### src/rtl/riot_timer_n.sv
// Parametrised RRIOT interval timer: prescaled down-counter with 6530-style
// full-rate countdown after underflow, optional auto-reload and a status register.
module riot_timer_n #(
    parameter int WIDTH = 8,
    parameter int PS0   = 0,
    parameter int PS1   = 3,
    parameter int PS2   = 6,
    parameter int PS3   = 10
) (
    input  logic             phi2,
    input  logic             rst_n,
    input  logic             cs,
    input  logic             we_n,
    input  logic [3:0]       A,
    input  logic [WIDTH-1:0] DI,
    output logic [WIDTH-1:0] DO,
    output logic             OE,
    output logic             irq_n
);

    localparam logic [15:0] LIM0 = 16'((32'd1 << PS0) - 32'd1);
    localparam logic [15:0] LIM1 = 16'((32'd1 << PS1) - 32'd1);
    localparam logic [15:0] LIM2 = 16'((32'd1 << PS2) - 32'd1);
    localparam logic [15:0] LIM3 = 16'((32'd1 << PS3) - 32'd1);

    logic [WIDTH-1:0] count_q, count_d;
    logic [WIDTH-1:0] reload_q, reload_d;
    logic [1:0]       sel_q, sel_d;
    logic             irq_en_q, irq_en_d;
    logic             flag_q, flag_d;
    logic             auto_q, auto_d;
    logic             fast_q, fast_d;
    logic [15:0]      presc_q, presc_d;

    logic        load, ctrl_wr, tmr_rd, st_rd, tick;
    logic [15:0] ps_lim;

    always_comb begin
        load    = cs & ~we_n & ~A[3];
        ctrl_wr = cs & ~we_n & A[3] & ~A[0];
        tmr_rd  = cs & we_n & ~A[3] & ~A[0];
        st_rd   = cs & we_n & A[0];
    end

    always_comb begin
        ps_lim = LIM3;
        case (sel_q)
            2'd0:    ps_lim = LIM0;
            2'd1:    ps_lim = LIM1;
            2'd2:    ps_lim = LIM2;
            default: ps_lim = LIM3;
        endcase
    end

    always_comb begin
        count_d  = count_q;
        reload_d = reload_q;
        sel_d    = sel_q;
        irq_en_d = irq_en_q;
        flag_d   = flag_q;
        auto_d   = auto_q;
        fast_d   = fast_q;
        presc_d  = presc_q;
        tick     = 1'b0;
        if (load) begin
            count_d  = DI;
            reload_d = DI;
            sel_d    = A[1:0];
            irq_en_d = A[2];
            flag_d   = 1'b0;
            fast_d   = 1'b0;
            presc_d  = '0;
        end else begin
            if (ctrl_wr) auto_d = DI[0];
            if (tmr_rd) begin
                irq_en_d = A[2];
                flag_d   = 1'b0;
            end
            if (fast_q) begin
                tick = 1'b1;
            end else if (presc_q == ps_lim) begin
                tick    = 1'b1;
                presc_d = '0;
            end else begin
                presc_d = presc_q + 16'd1;
            end
            // Underflow sets the flag after the read-clear so a coincident read loses.
            if (tick) begin
                if (count_q != '0) begin
                    count_d = count_q - WIDTH'(1);
                end else begin
                    flag_d = 1'b1;
                    if (auto_q) begin
                        count_d = reload_q;
                        presc_d = '0;
                    end else begin
                        count_d = '1;
                        fast_d  = 1'b1;
                    end
                end
            end
        end
    end

    always_ff @(posedge phi2 or negedge rst_n) begin
        if (!rst_n) begin
            count_q  <= '1;
            reload_q <= '1;
            sel_q    <= 2'd3;
            irq_en_q <= 1'b0;
            flag_q   <= 1'b0;
            auto_q   <= 1'b0;
            fast_q   <= 1'b0;
            presc_q  <= '0;
        end else begin
            count_q  <= count_d;
            reload_q <= reload_d;
            sel_q    <= sel_d;
            irq_en_q <= irq_en_d;
            flag_q   <= flag_d;
            auto_q   <= auto_d;
            fast_q   <= fast_d;
            presc_q  <= presc_d;
        end
    end

    always_comb begin
        DO = '0;
        if (tmr_rd)     DO = count_q;
        else if (st_rd) DO = {flag_q, auto_q, {(WIDTH-2){1'b0}}};
    end

    assign OE    = cs & we_n;
    assign irq_n = ~(flag_q & irq_en_q);

endmodule

### config.mk
export PLATFORM = sky130hd
export DESIGN_NAME = riot_timer_n
export DESIGN_NICKNAME = d
export VERILOG_FILES = /design/src/rtl/riot_timer_n.sv
export SDC_FILE = /design/constraint.sdc
export NUM_CORES = 1
export LEC_CHECK = 0
export ABC_CLOCK_PERIOD_IN_PS = 2650
export BUFFER_PORTS_ARGS = -buffer_cell sky130_fd_sc_hd__buf_4
export CORE_AREA = 2 2 70 79
export DETAILED_ROUTE_END_ITERATION = 10
export DIE_AREA = 0 0 72 81
export GPL_TIMING_DRIVEN = 0
export SLEW_MARGIN = 40
export SYNTH_ARGS = -nofsm -noshare
export SYNTH_HDL_FRONTEND = slang
export SYNTH_SLANG_ARGS = --single-unit
### constraint.sdc
create_clock -name phi2 -period 2.65 [get_ports phi2]
set_input_delay 0.53 -clock phi2 [delete_from_list [all_inputs] [get_ports phi2]]
set_output_delay 0.53 -clock phi2 [all_outputs]
set_load 0.03 [all_outputs]
== Word-level counts from Yosys, hierarchy flattened ==
Cells that the tools add are included.

* Flip-flop bits (word level): 38
* Logic and storage cells: 61
* Output and inout bits: 10
* Input bits: 16

* Multiplexer cells: 26
* Add/sub/neg operators: 2
* Equal/unequal tests: 5
* Bitwise gates (word level): 14
* Reduce and logical (&&, ||, !) cells: 6

{| class="wikitable"
|+ Operators by type and width
! operator !! count
|-
| 16-bit two-way mux || 6
|-
| 8-bit two-way mux || 6
|-
| 10-bit case mux with 3 select lines || 1
|-
| 16-bit by 1-bit adder with 16-bit output (second input constant) || 1
|-
| 16-bit == test || 1
|-
| 1-bit two-way mux || 13
|-
| 1-bit AND || 9
|-
| 8-bit nonzero test || 1
|-
| 8-bit by 1-bit subtractor with 8-bit output (second input constant) || 1
|-
| 1-bit inverter || 5
|-
| 2-bit nonzero test || 2
|-
| 3-bit AND reduction || 1
|-
| 2-bit by 1-bit == test with 1-bit output (second input constant) || 1
|-
| 2-bit == test (second input constant) || 1
|-
| 2-bit zero test || 1
|-
| 2-bit by 1-bit inequality test with 1-bit output (second input constant) || 1
|-
| 2-bit inequality test (second input constant) || 1
|-
| 2-bit AND reduction || 1
|}

== Logic depth before layout (Yosys ltp) ==
Gate-level depths: netlist of run 1.

* Depth in word-level cells: 9
* Gate-level depth with buffers: 8
* Mapped depth without buffers: 8

== Least setup slack after synthesis of run 1 ==
No wires, ideal clock.

* Path type: reg2reg
* From: reg presc_q[4]
* To: reg count_q[2]
* Setup slack: 555 ps
* Period minus slack after synthesis: 2,095 ps
* Data arrival time: 2,031 ps
* Setup time: 64 ps
* Buffers on the path: 0
* Cell stages (with the launch flop): 7
* Cells stage by stage: dfrtp_1 -> or3_4 -> a2111oi_4 -> o221a_4 -> nor2_4 -> or4_1 -> nand3_1

* Word-level cells in the longest chain between the ends: 5

{| class="wikitable"
|+ RTL lines
! item !! RTL line !! source
|-
| start, declared || 33 || <nowiki>logic [15:0] presc_q, presc_d;</nowiki>
|-
| start signal, assigned || 123 || <nowiki>presc_q <= presc_d;</nowiki>
|-
| 16-bit == test || 81 || <nowiki>end else if (presc_q == ps_lim) begin</nowiki>
|-
| 1-bit two-way mux || 81 ||
|-
| 1-bit two-way mux || 79 || <nowiki>if (fast_q) begin</nowiki>
|-
| 1-bit two-way mux || 65 || <nowiki>if (load) begin</nowiki>
|-
| 2-bit nonzero test (no source line) || -- ||
|-
| end signal, assigned || 116 || <nowiki>count_q <= count_d;</nowiki>
|-
| end, declared || 26 || <nowiki>logic [WIDTH-1:0] count_q, count_d;</nowiki>
|}

No other way between the ends. The select of a mux whose other input is x is not followed.
A chain may end at the register's enable or synchronous reset.

== Final worst setup path of run 1 ==
* From: reg presc_q[4]
* To: reg presc_q[8]

* Word-level cells in the longest chain between the ends: 7
* Elaborated cells on any way between the ends: 11
* Classes of those cells: add/sub (1); eq/ne (1); mux (9)

{| class="wikitable"
|+ RTL lines
! item !! RTL line !! source
|-
| 16-bit by 1-bit adder with 16-bit output or 16-bit == test (tied branches) || 85, 81 ||
|-
| 16-bit two-way mux || 81 ||
|-
| 16-bit two-way mux || 79 ||
|-
| 16-bit two-way mux || 93 || <nowiki>if (auto_q) begin</nowiki>
|-
| 16-bit two-way mux || 89 || <nowiki>if (count_q != '0) begin</nowiki>
|-
| 16-bit two-way mux (*) || 88 || <nowiki>if (tick) begin</nowiki>
|-
| 16-bit two-way mux (*) || 65 ||
|-
| net presc_d[8] || 33 ||
|}

The timed path passes the listed nets; every way through them passes the cells marked *. The select of a mux whose other input is x is not followed.

==> impl_metrics.csv, run 1 <==
group,metric,value,unit
outcome,status,"completed",
global_route,grtUsageTotal,18.20,%
sta,fin_setup_tns,0,ps
final_layout,antenna_cells,0,
power_and_ir_drop,swShare,32.58,%
die,placement_rows,28,
hold_path,holdCritPathClass,"in -> async",
critical_path,crit_path_start,"presc_q[4]",
die,dieWidth,72,um
global_route,first_global_vias,1745,
synthesis,netlist_instances,242,
global_route,grt_first_pass_wirelength,8.273,mm
global_route,grt-ovfl-total,0,
route,drt-total-wl,4.967,mm
final_layout,nNetsFinal,293,
run,cap_violations,0,
placement,post-dp-hpwl,3.502,mm
final_layout,syn_to_final_growth,18.46,%
sta,slew_headroom,52.33,%
die,initial_core_util,42.64,%
synthesis,yosysSeqAreaShare,44.33,%
global_route,grt_max_degree,39,
critical_path,r2r_slack,350,ps
final_layout,nFillCells,486,
clock_tree,cts_resized,0,
route,antenna_left,0,
route,drt_iter0_markers,61,
sta,hold_viol,0,
synthesis,avgSynthCellArea,9.074,um^2
clock_tree,clk_pin_slew,80,ps
critical_path,crit_path_end_kind,"flop",
synthesis,yosysTopAreaCell,"dfrtp_1",
critical_path,path_class,"reg -> reg",
synthesis,synth_ff_type,"dfrtp_1",
clock_tree,numCtsBuffers,5,
route,via_per_inst,5.245,
sta,min_period,2300,ps
synthesis,synth-seq-cells,38,
synthesis,synth-edff-count,0,
synthesis,synth_area,0.002196,mm^2
power_and_ir_drop,internal_power,1.496,mW
critical_path,cp.arrival,2470,ps
final_layout,multi_input_area,0.001120,mm^2
power_and_ir_drop,seqPwrFrac,41.1,%
synthesis,ys_warn_count,0,
sta,rsz0062_at_grt,"no",
clock_tree,cts_setup_buffers,0,
critical_path,r2r_cells,7,
final_layout,final_area,0.002601,mm^2
final_layout,layout_commonest_cell,"nand2_1",
sta,skew,7.895,ps
final_layout,regArea,973.4,um^2
sta,min_period_over_period,86.78,%
power_and_ir_drop,p_leak,1.179,nW
clock_tree,cts_max_level,2,
power_and_ir_drop,combPwrFrac,31.5,%
clock_tree,ctsHoldBuffers,0,
global_route,grt_antenna_before_repair,0,
placement,port_buffers,25,
critical_path,crit_path_start_kind,"flop",
sta,finalSetupViolations,0,
synthesis,netlist.area_leader.share,22.79,%
critical_path,timing.rr.end,"presc_q[8]",
synthesis,ys_types,48,
power_and_ir_drop,peakVddDrop,0.4088,mV
critical_path,worstPathRequired,2820,ps
sta,tightest_slew,705.1,ps
critical_path,critPathMaxFanout,10,
route,num_vias,1757,
clock_tree,cts_tree,"yes",
clock_tree,clk_latency,290,ps
final_layout,drive_above_1_share,26.91,%
final_layout,final_cell_mix,"nand2_1, nor2_1, buf_4",
power_and_ir_drop,p_clk_share,27.4,%
route,drc,0,
clock_tree,cts.sinks,38,
synthesis,postSynth.asyncResetShare,100.0,%
die,die_y,81,um
sta,fmax,434.9,MHz
clock_tree,root_buffer,"clkbuf_8",
route,wire_per_inst,14.83,um
synthesis,synth_top_cells_by_area,"dfrtp_1, dfstp_2, nand2_1",
power_and_ir_drop,p_sw,0.7230,mW
route,drt_first_pass_iters,4,
critical_path,r2r_start,"presc_q[4]",
sta,finalMaxSlewViolations,0,
die,io_pins,26,
placement,place_congestion,0.8022,
power_and_ir_drop,powerDensity,853.1,mW/mm^2
synthesis,synth_nets,261,
placement,place_area,0.002459,mm^2
die,core,0.005150,mm^2
clock_tree,clockBufferDepth,2,
die,dieArea,0.005832,mm^2
-- per-layer routing --
layer  wire length (um)  global-route usage [%]  vias to the layer above
met3                118                   3.722                        6
met2               2389                   30.37                       21
li1                   -                       -                      900
met4                 53                   5.472                        0
met5                  0                       0                        -
met1               2405                   23.85                      830
-- flip-flops by register name, summed over array words and instances, names as in the netlist --
signal	cells
presc_q	16
count_q	8
reload_q	8
sel_q	2
auto_q	1
fast_q	1
flag_q	1
irq_en_q	1
-- worst max-delay path, cell delays in order, from the launching register on --
cell and delay [ps]:
dfrtp_1 450, or3_4 420, a2111oi_4 360, o221a_4 270, nor2_4 60, o21ai_2 260, buf_2 280, nor2_1 80
-- worst max path at each step --
stage / endpoint / depth (start not counted)
6_report: presc_q[8] / 7
2_1_floorplan: count_q[2] / 6
3_5_place_dp: presc_q[8] / 7
5_1_grt: count_q[3] / 8
3_3_place_gp: presc_q[12] / 7
4_1_cts: presc_q[8] / 7
-- through the flow --
step / hold slack (ps) / instances / setup slack (ps) / utilization [%] / power [mW]
4_1_cts: 206.2 / 335 / 337.0 / 50.51 / 2.239
2_1_floorplan: 234.4 / 242 / 554.8 / - / 1.418
3_5_place_dp: 449.7 / 327 / 352.7 / 47.74 / 1.617
6_report: 193.3 / 335 / 350.4 / 50.51 / 2.219
5_1_grt: 231.0 / 335 / 151.5 / 50.51 / 2.374
3_3_place_gp: 446.7 / 327 / 361.8 / 47.74 / 1.601
-- layout make-up --
cell class                      instances  area share [%]
Multi-Input combinational cell        187           43.05
Timing Repair Buffer                   25           7.215
Tap cell                               60           2.886
Inverter                                8           1.154
Clock buffer                            6           3.175
Buffer                                  9           2.790
Sequential cell                        38           37.42
Clock inverter                          2           2.309
-- cells in the mapped netlist (2+ instances only) --
cell type   n
and2_1      5
xnor2_1     5
nor3_1      9
clkbuf_8    3
and2b_2     2
mux2_2      2
buf_4       2
dfrtp_1    20
mux2i_1     3
nor3b_1     6
inv_1       8
nand3_1    11
or4_1       5
nand4_1     4
nand2_1    43
dfstp_2    18
o21ai_0     8
a21oi_1    11
nor2_1     32
clkbuf_1    3
o311ai_0    2
a31oi_1     3
ha_1        3
or3b_2      2
xor2_1      9
-- power groups by stage --
stage	combinational (mW)	sequential [mW]	clock, mW
6_report	0.699	0.911	0.609
5_1_grt	0.788	0.936	0.650
4_1_cts	0.702	0.909	0.628
3_5_place_dp	0.698	0.919	0
3_3_place_gp	0.686	0.915	0
2_1_floorplan	0.547	0.871	0
-- kinds of logic (layout without fill, tap and decap cells) --
group	after synthesis	in the layout	share of synthesized area, %
muxes	5	5	2.393
buffers and inverters	17	50	4.672
DFF	38	38	44.33
and+or+nand+nor	131	131	29.97
xor gates and xnor gates	14	14	5.584
AOI/OAI and AO/OA	34	34	11.34
adders and majority gates	3	3	1.710
Power figures use the tool's default switching activity.
==> run 2, diff against run 1 <==
--- a/config.mk
+++ b/config.mk
@@ -5,12 +5,13 @@
 export SDC_FILE = /design/constraint.sdc
 export NUM_CORES = 1
 export LEC_CHECK = 0
-export ABC_CLOCK_PERIOD_IN_PS = 2650
+export ABC_CLOCK_PERIOD_IN_PS = 2400
 export BUFFER_PORTS_ARGS = -buffer_cell sky130_fd_sc_hd__buf_4
 export CORE_AREA = 2 2 70 79
 export DETAILED_ROUTE_END_ITERATION = 10
 export DIE_AREA = 0 0 72 81
 export GPL_TIMING_DRIVEN = 0
+export PLACE_DENSITY = 0.65
 export SLEW_MARGIN = 40
 export SYNTH_ARGS = -nofsm -noshare
 export SYNTH_HDL_FRONTEND = slang
==> constraint.sdc (replaced) <==
create_clock -name phi2 -period 2.4 [get_ports phi2]
set_input_delay 0.48 -clock phi2 [delete_from_list [all_inputs] [get_ports phi2]]
set_output_delay 0.48 -clock phi2 [all_outputs]
set_load 0.005 [all_outputs]
==> run 2 against run 1 <==
Against the previous run: critical path depth decreased by 1; sequential power is 11% higher; clock skew is 2.3 ps higher; cell count unchanged; clock power decreased by 12%.
==> impl_metrics.csv, run 2 (same netlist as run 1, synthesis figures left out) <==
group,metric,value,unit
outcome,status,"completed",
placement,place_congestion,0.8234,
sta,min_period,2243,ps
final_layout,antenna_cells,0,
critical_path,cp.arrival,2470,ps
power_and_ir_drop,peakVddDrop,0.5023,mV
placement,place_area,0.002459,mm^2
sta,skew,10.24,ps
placement,port_buffers,25,
clock_tree,cts.sinks,38,
die,placement_rows,28,
placement,pre_cts_slack,107.1,ps
global_route,grt-ovfl-total,0,
global_route,grt_max_degree,39,
route,drt_iter0_markers,52,
critical_path,crit_path_start_kind,"flop",
sta,fin_hold_ws,147.6,ps
sta,finalMaxSlewViolations,0,
power_and_ir_drop,fin_total_pwr,2.298,mW
final_layout,drive_above_1_share,27.27,%
die,initial_core_util,42.64,%
final_layout,largest-register,"presc_q",
global_route,grt_first_pass_wirelength,7.769,mm
clock_tree,cts_tree,"yes",
power_and_ir_drop,p_leak,1.167,nW
final_layout,postLayoutCoreUtil,50.17,%
critical_path,path_class,"reg -> reg",
final_layout,top_regs,"presc_q x16, count_q x8, reload_q x8",
route,drc,0,
final_layout,nNetsFinal,293,
clock_tree,ctsHoldBuffers,0,
global_route,grt_antenna_before_repair,0,
global_route,first_global_vias,1699,
route,via_per_inst,5.343,
route,highest_layer,"met4",
final_layout,syn_to_final_growth,17.66,%
route,wl_met1,2.189,mm
clock_tree,numCtsBuffers,5,
critical_path,crit_path_end_kind,"flop",
die,die_y,81,um
sta,rsz0062_at_grt,"no",
route,antenna_left,0,
sta,min_period_over_period,93.47,%
hold_path,holdCritPathClass,"in -> async",
route,wl_met2,2.238,mm
final_layout,layout_commonest_cell,"nand2_1",
clock_tree,clk_latency,290,ps
route,num_vias,1790,
sta,fin_setup_tns,0,ps
route,wire_per_inst,13.71,um
sta,tightest_slew,644.8,ps
placement,dp.cells,327,
final_layout,largest_reg_flops,16,
sta,worst_slack,156.7,ps
die,core,0.005150,mm^2
final_layout,final_cell_mix,"nand2_1, nor2_1, buf_4",
die,dieWidth,72,um
route,wl_met3,110,um
critical_path,critPathMaxFanout,7,
final_layout,final_area,0.002584,mm^2
final_layout,final_cells,335,
die,io_pins,26,
placement,post-dp-hpwl,3.346,mm
clock_tree,root_buffer,"clkbuf_8",
clock_tree,cts_max_level,2,
sta,fmax,445.8,MHz
route,drt_first_pass_iters,4,
sta,slew_headroom,56.69,%
die,dieArea,0.005832,mm^2
global_route,grtUsageTotal,17.12,%
route,drt-total-wl,4.593,mm
clock_tree,clk_pin_slew,80,ps
clock_tree,clockBufferDepth,2,
sta,finalSetupViolations,0,
sta,hold_viol,0,
critical_path,worstPathRequired,2630,ps
run,cap_violations,0,
power_and_ir_drop,powerDensity,889.2,mW/mm^2
==> run 2: changes by cell type in the layout (fill, tap and decap cells not counted) <==
cell	delta
clkinv_2	+2
buf_2	-1
bufinv_16	-1
clkbuf_4	+1
clkbuf_8	-1
nor4b_1	-1
nor4b_2	+1
o21ai_2	-1
o21ai_4	+1
==> run 2: layout make-up <==
type,instances,area [um^2]
Fill cell,495,2566
Multi-Input combinational cell,187,1134
Sequential cell,38,973.4
Timing Repair Buffer,25,187.7
Buffer,9,75.07
Tap cell,60,75.07
Clock buffer,5,68.82
Clock inverter,3,40.04
Inverter,8,30.03
==> run 2: final timing paths <==
| kind | end | cells past startpoint | from | slack (ps) |
|---|---|---|---|---|
| setup / recovery | count_q[2] | 6 | presc_q[4] | 160 |
| hold / removal | presc_q[2] | 1 | rst_n | 150 |
| setup reg to reg | count_q[2] | 6 | presc_q[4] | 160 |
| hold reg to reg | reload_q[4] | 2 | reload_q[4] | 460 |
| max in group asynchronous | count_q[1] | 1 | rst_n | 1890 |
| min in group phi2 | sel_q[1] | 3 | A[1] | 390 |
==> run 2: metal layers <==
layer | vias to the layer above | global-route usage, %
met5 | - | 0
met1 | 864 | 21.96
li1 | 898 | -
met2 | 23 | 29.54
met3 | 5 | 3.350
met4 | 0 | 4.528
==> run 2: where the power goes <==
| group | internal (mW) | leakage, nW | total, mW | switching (mW) |
|---|---|---|---|---|
| clock network | 0.306 | 0.0579 | 0.537 | 0.231 |
| registers | 0.851 | 0.458 | 1.01 | 0.154 |
| logic | 0.363 | 0.651 | 0.755 | 0.392 |
==> run 2: timing repair <==
item / 4_1_cts / 5_1_grt
setup buffers: 0 / 0
endpoints found under the setup margin: 0 / 12
resized for setup: 0 / 3
==> run 2: worst max-delay path, cell delays in order (launching register included) <==
cell and delay [ps]:
dfrtp_1 450, or3_4 420, a2111oi_4 360, o221a_4 270
nor2_4 70, or4_1 510, nand3_1 90
==> run 3, diff against run 2 <==
--- a/config.mk
+++ b/config.mk
@@ -5,7 +5,7 @@
 export SDC_FILE = /design/constraint.sdc
 export NUM_CORES = 1
 export LEC_CHECK = 0
-export ABC_CLOCK_PERIOD_IN_PS = 2400
+export ABC_CLOCK_PERIOD_IN_PS = 2600
 export BUFFER_PORTS_ARGS = -buffer_cell sky130_fd_sc_hd__buf_4
 export CORE_AREA = 2 2 70 79
 export DETAILED_ROUTE_END_ITERATION = 10
==> constraint.sdc (replaced) <==
create_clock -name phi2 -period 2.6 [get_ports phi2]
set_input_delay 0.52 -clock phi2 [delete_from_list [all_inputs] [get_ports phi2]]
set_output_delay 0.52 -clock phi2 [all_outputs]
set_load 0.005 [all_outputs]
==> run 3 against run 2 <==
Against the previous run: design area is 0.63% lower; largest power group unchanged; largest cell class unchanged; wire length is 0.28% lower; critical path depth increased by 1; cell count did not move; critical endpoint is now presc_q[7]; flip-flop and latch count is the same.
==> impl_metrics.csv, run 3 (same netlist as run 1, synthesis figures left out) <==
group,metric,value,unit
outcome,status,"completed",
global_route,grtUsageTotal,17.12,%
clock_tree,cts_max_level,2,
placement,port_buffers,25,
clock_tree,clk_pin_slew,80,ps
die,dieArea,0.005832,mm^2
final_layout,top_regs,"presc_q x16, count_q x8, reload_q x8",
power_and_ir_drop,internal_power,1.396,mW
sta,rsz0062_at_grt,"no",
final_layout,drive_above_1_share,26.91,%
clock_tree,cts_setup_buffers,0,
final_layout,nNetsFinal,293,
sta,finalSetupViolations,0,
global_route,grt_max_degree,39,
placement,pre_cts_slack,307.1,ps
final_layout,nFillCells,501,
power_and_ir_drop,peakVddDrop,0.4531,mV
power_and_ir_drop,p_clk_share,23.5,%
critical_path,cpLargestDelayFamily,"compound AO/OA/AOI/OAI gates",
critical_path,worstPathRequired,2770,ps
route,num_vias,1784,
placement,post-dp-hpwl,3.346,mm
global_route,grt_antenna_before_repair,0,
route,drc,0,
final_layout,postLayoutCoreUtil,49.85,%
final_layout,largest_reg_flops,16,
sta,finalMaxSlewViolations,0,
route,via_per_inst,5.325,
sta,fin_setup_tns,0,ps
critical_path,path_class,"reg -> reg",
clock_tree,ctsHoldBuffers,0,
hold_path,holdCritPathClass,"in -> async",
power_and_ir_drop,seqPwrFrac,43.8,%
power_and_ir_drop,powerDensity,820.8,mW/mm^2
die,io_pins,26,
global_route,grt-ovfl-total,0,
route,drt_iter0_markers,49,
sta,worst_slack,301.1,ps
final_layout,largest-register,"presc_q",
sta,min_period_over_period,88.42,%
clock_tree,cts_tree,"yes",
sta,tightest_slew,677.5,ps
route,drt_first_pass_iters,4,
final_layout,multi_input_area,0.001120,mm^2
critical_path,cp.arrival,2470,ps
final_layout,layout_commonest_cell,"nand2_1",
global_route,first_global_vias,1699,
power_and_ir_drop,swShare,33.75,%
power_and_ir_drop,combPwrFrac,32.6,%
die,placement_rows,28,
route,wire_per_inst,13.67,um
route,drt-total-wl,4.580,mm
critical_path,crit_chain,"or3_4 -> a2111oi_4 -> o221a_4 -> nor2_4 -> o21ai_2 -> buf_2 -> nor2_1",
clock_tree,numCtsBuffers,5,
die,die_y,81,um
sta,hold_viol,0,
global_route,grt_first_pass_wirelength,7.769,mm
die,core,0.005150,mm^2
critical_path,critPathMaxStageDelay,460,ps
final_layout,antenna_cells,0,
final_layout,syn_to_final_growth,16.92,%
critical_path,crit_path_end_kind,"flop",
clock_tree,root_buffer,"clkbuf_8",
die,initial_core_util,42.64,%
clock_tree,cts_resized,0,
power_and_ir_drop,p_sw,0.7113,mW
route,antenna_left,0,
final_layout,regArea,973.4,um^2
sta,fmax,435.0,MHz
critical_path,crit_slowest_cell,"dfrtp_1",
final_layout,final_cell_mix,"nand2_1, nor2_1, buf_4",
sta,skew,10.40,ps
critical_path,critPathMaxFanout,10,
run,cap_violations,0,
critical_path,crit_path_start_kind,"flop",
critical_path,worstPathBufferInverterCount,1,
clock_tree,clk_latency,290,ps
power_and_ir_drop,p_leak,1.165,nW
clock_tree,cts.sinks,38,
sta,slew_headroom,54.20,%
sta,min_period,2299,ps
placement,place_congestion,0.8234,
die,dieWidth,72,um
clock_tree,clockBufferDepth,2,
==> run 3: path summary, 6_finish.rpt <==
check / slack (ps) / start / to / cells past startpoint
max in group asynchronous: 2050 / rst_n / count_q[1] / 1
max reg2reg: 300 / presc_q[4] / presc_q[7] / 7
min reg2reg: 460 / reload_q[4] / reload_q[4] / 2
min: 190 / rst_n / presc_q[2] / 1
min in group phi2: 430 / A[1] / sel_q[1] / 3
max: 300 / presc_q[4] / presc_q[7] / 7
==> run 3: area by class of cell <==
type | count | area share, %
Buffer | 9 | 2.827
Clock buffer | 5 | 2.680
Clock inverter | 3 | 1.559
Inverter | 8 | 1.170
Multi-Input combinational cell | 187 | 43.62
Sequential cell | 38 | 37.91
Tap cell | 60 | 2.924
Timing Repair Buffer | 25 | 7.310
==> run 3: metal layers <==
metal	wire, um	global-route usage [%]	up-vias
li1	-	-	896
met1	2201	21.96	864
met2	2233	29.54	19
met3	92	3.350	5
met4	53	4.528	0
met5	0	0	-
==> run 3: metrics by stage <==
step	hold WS (ps)	power [mW]	instances	instance area (um^2)
floorplan	224.4	1.431	242	2196
global placement	448.1	1.611	327	2459
detailed placement	450.7	1.622	327	2459
CTS	200.5	2.124	335	2567
global route	219.4	2.244	335	2567
finish	187.3	2.107	335	2567
==> run 3: power by group through the flow <==
stage,sequential (mW),combinational (mW),clock (mW)
floorplan,0.887,0.544,0
global placement,0.929,0.682,0
detailed placement,0.931,0.691,0
CTS,0.923,0.693,0.508
global route,0.945,0.775,0.525
finish,0.923,0.688,0.496
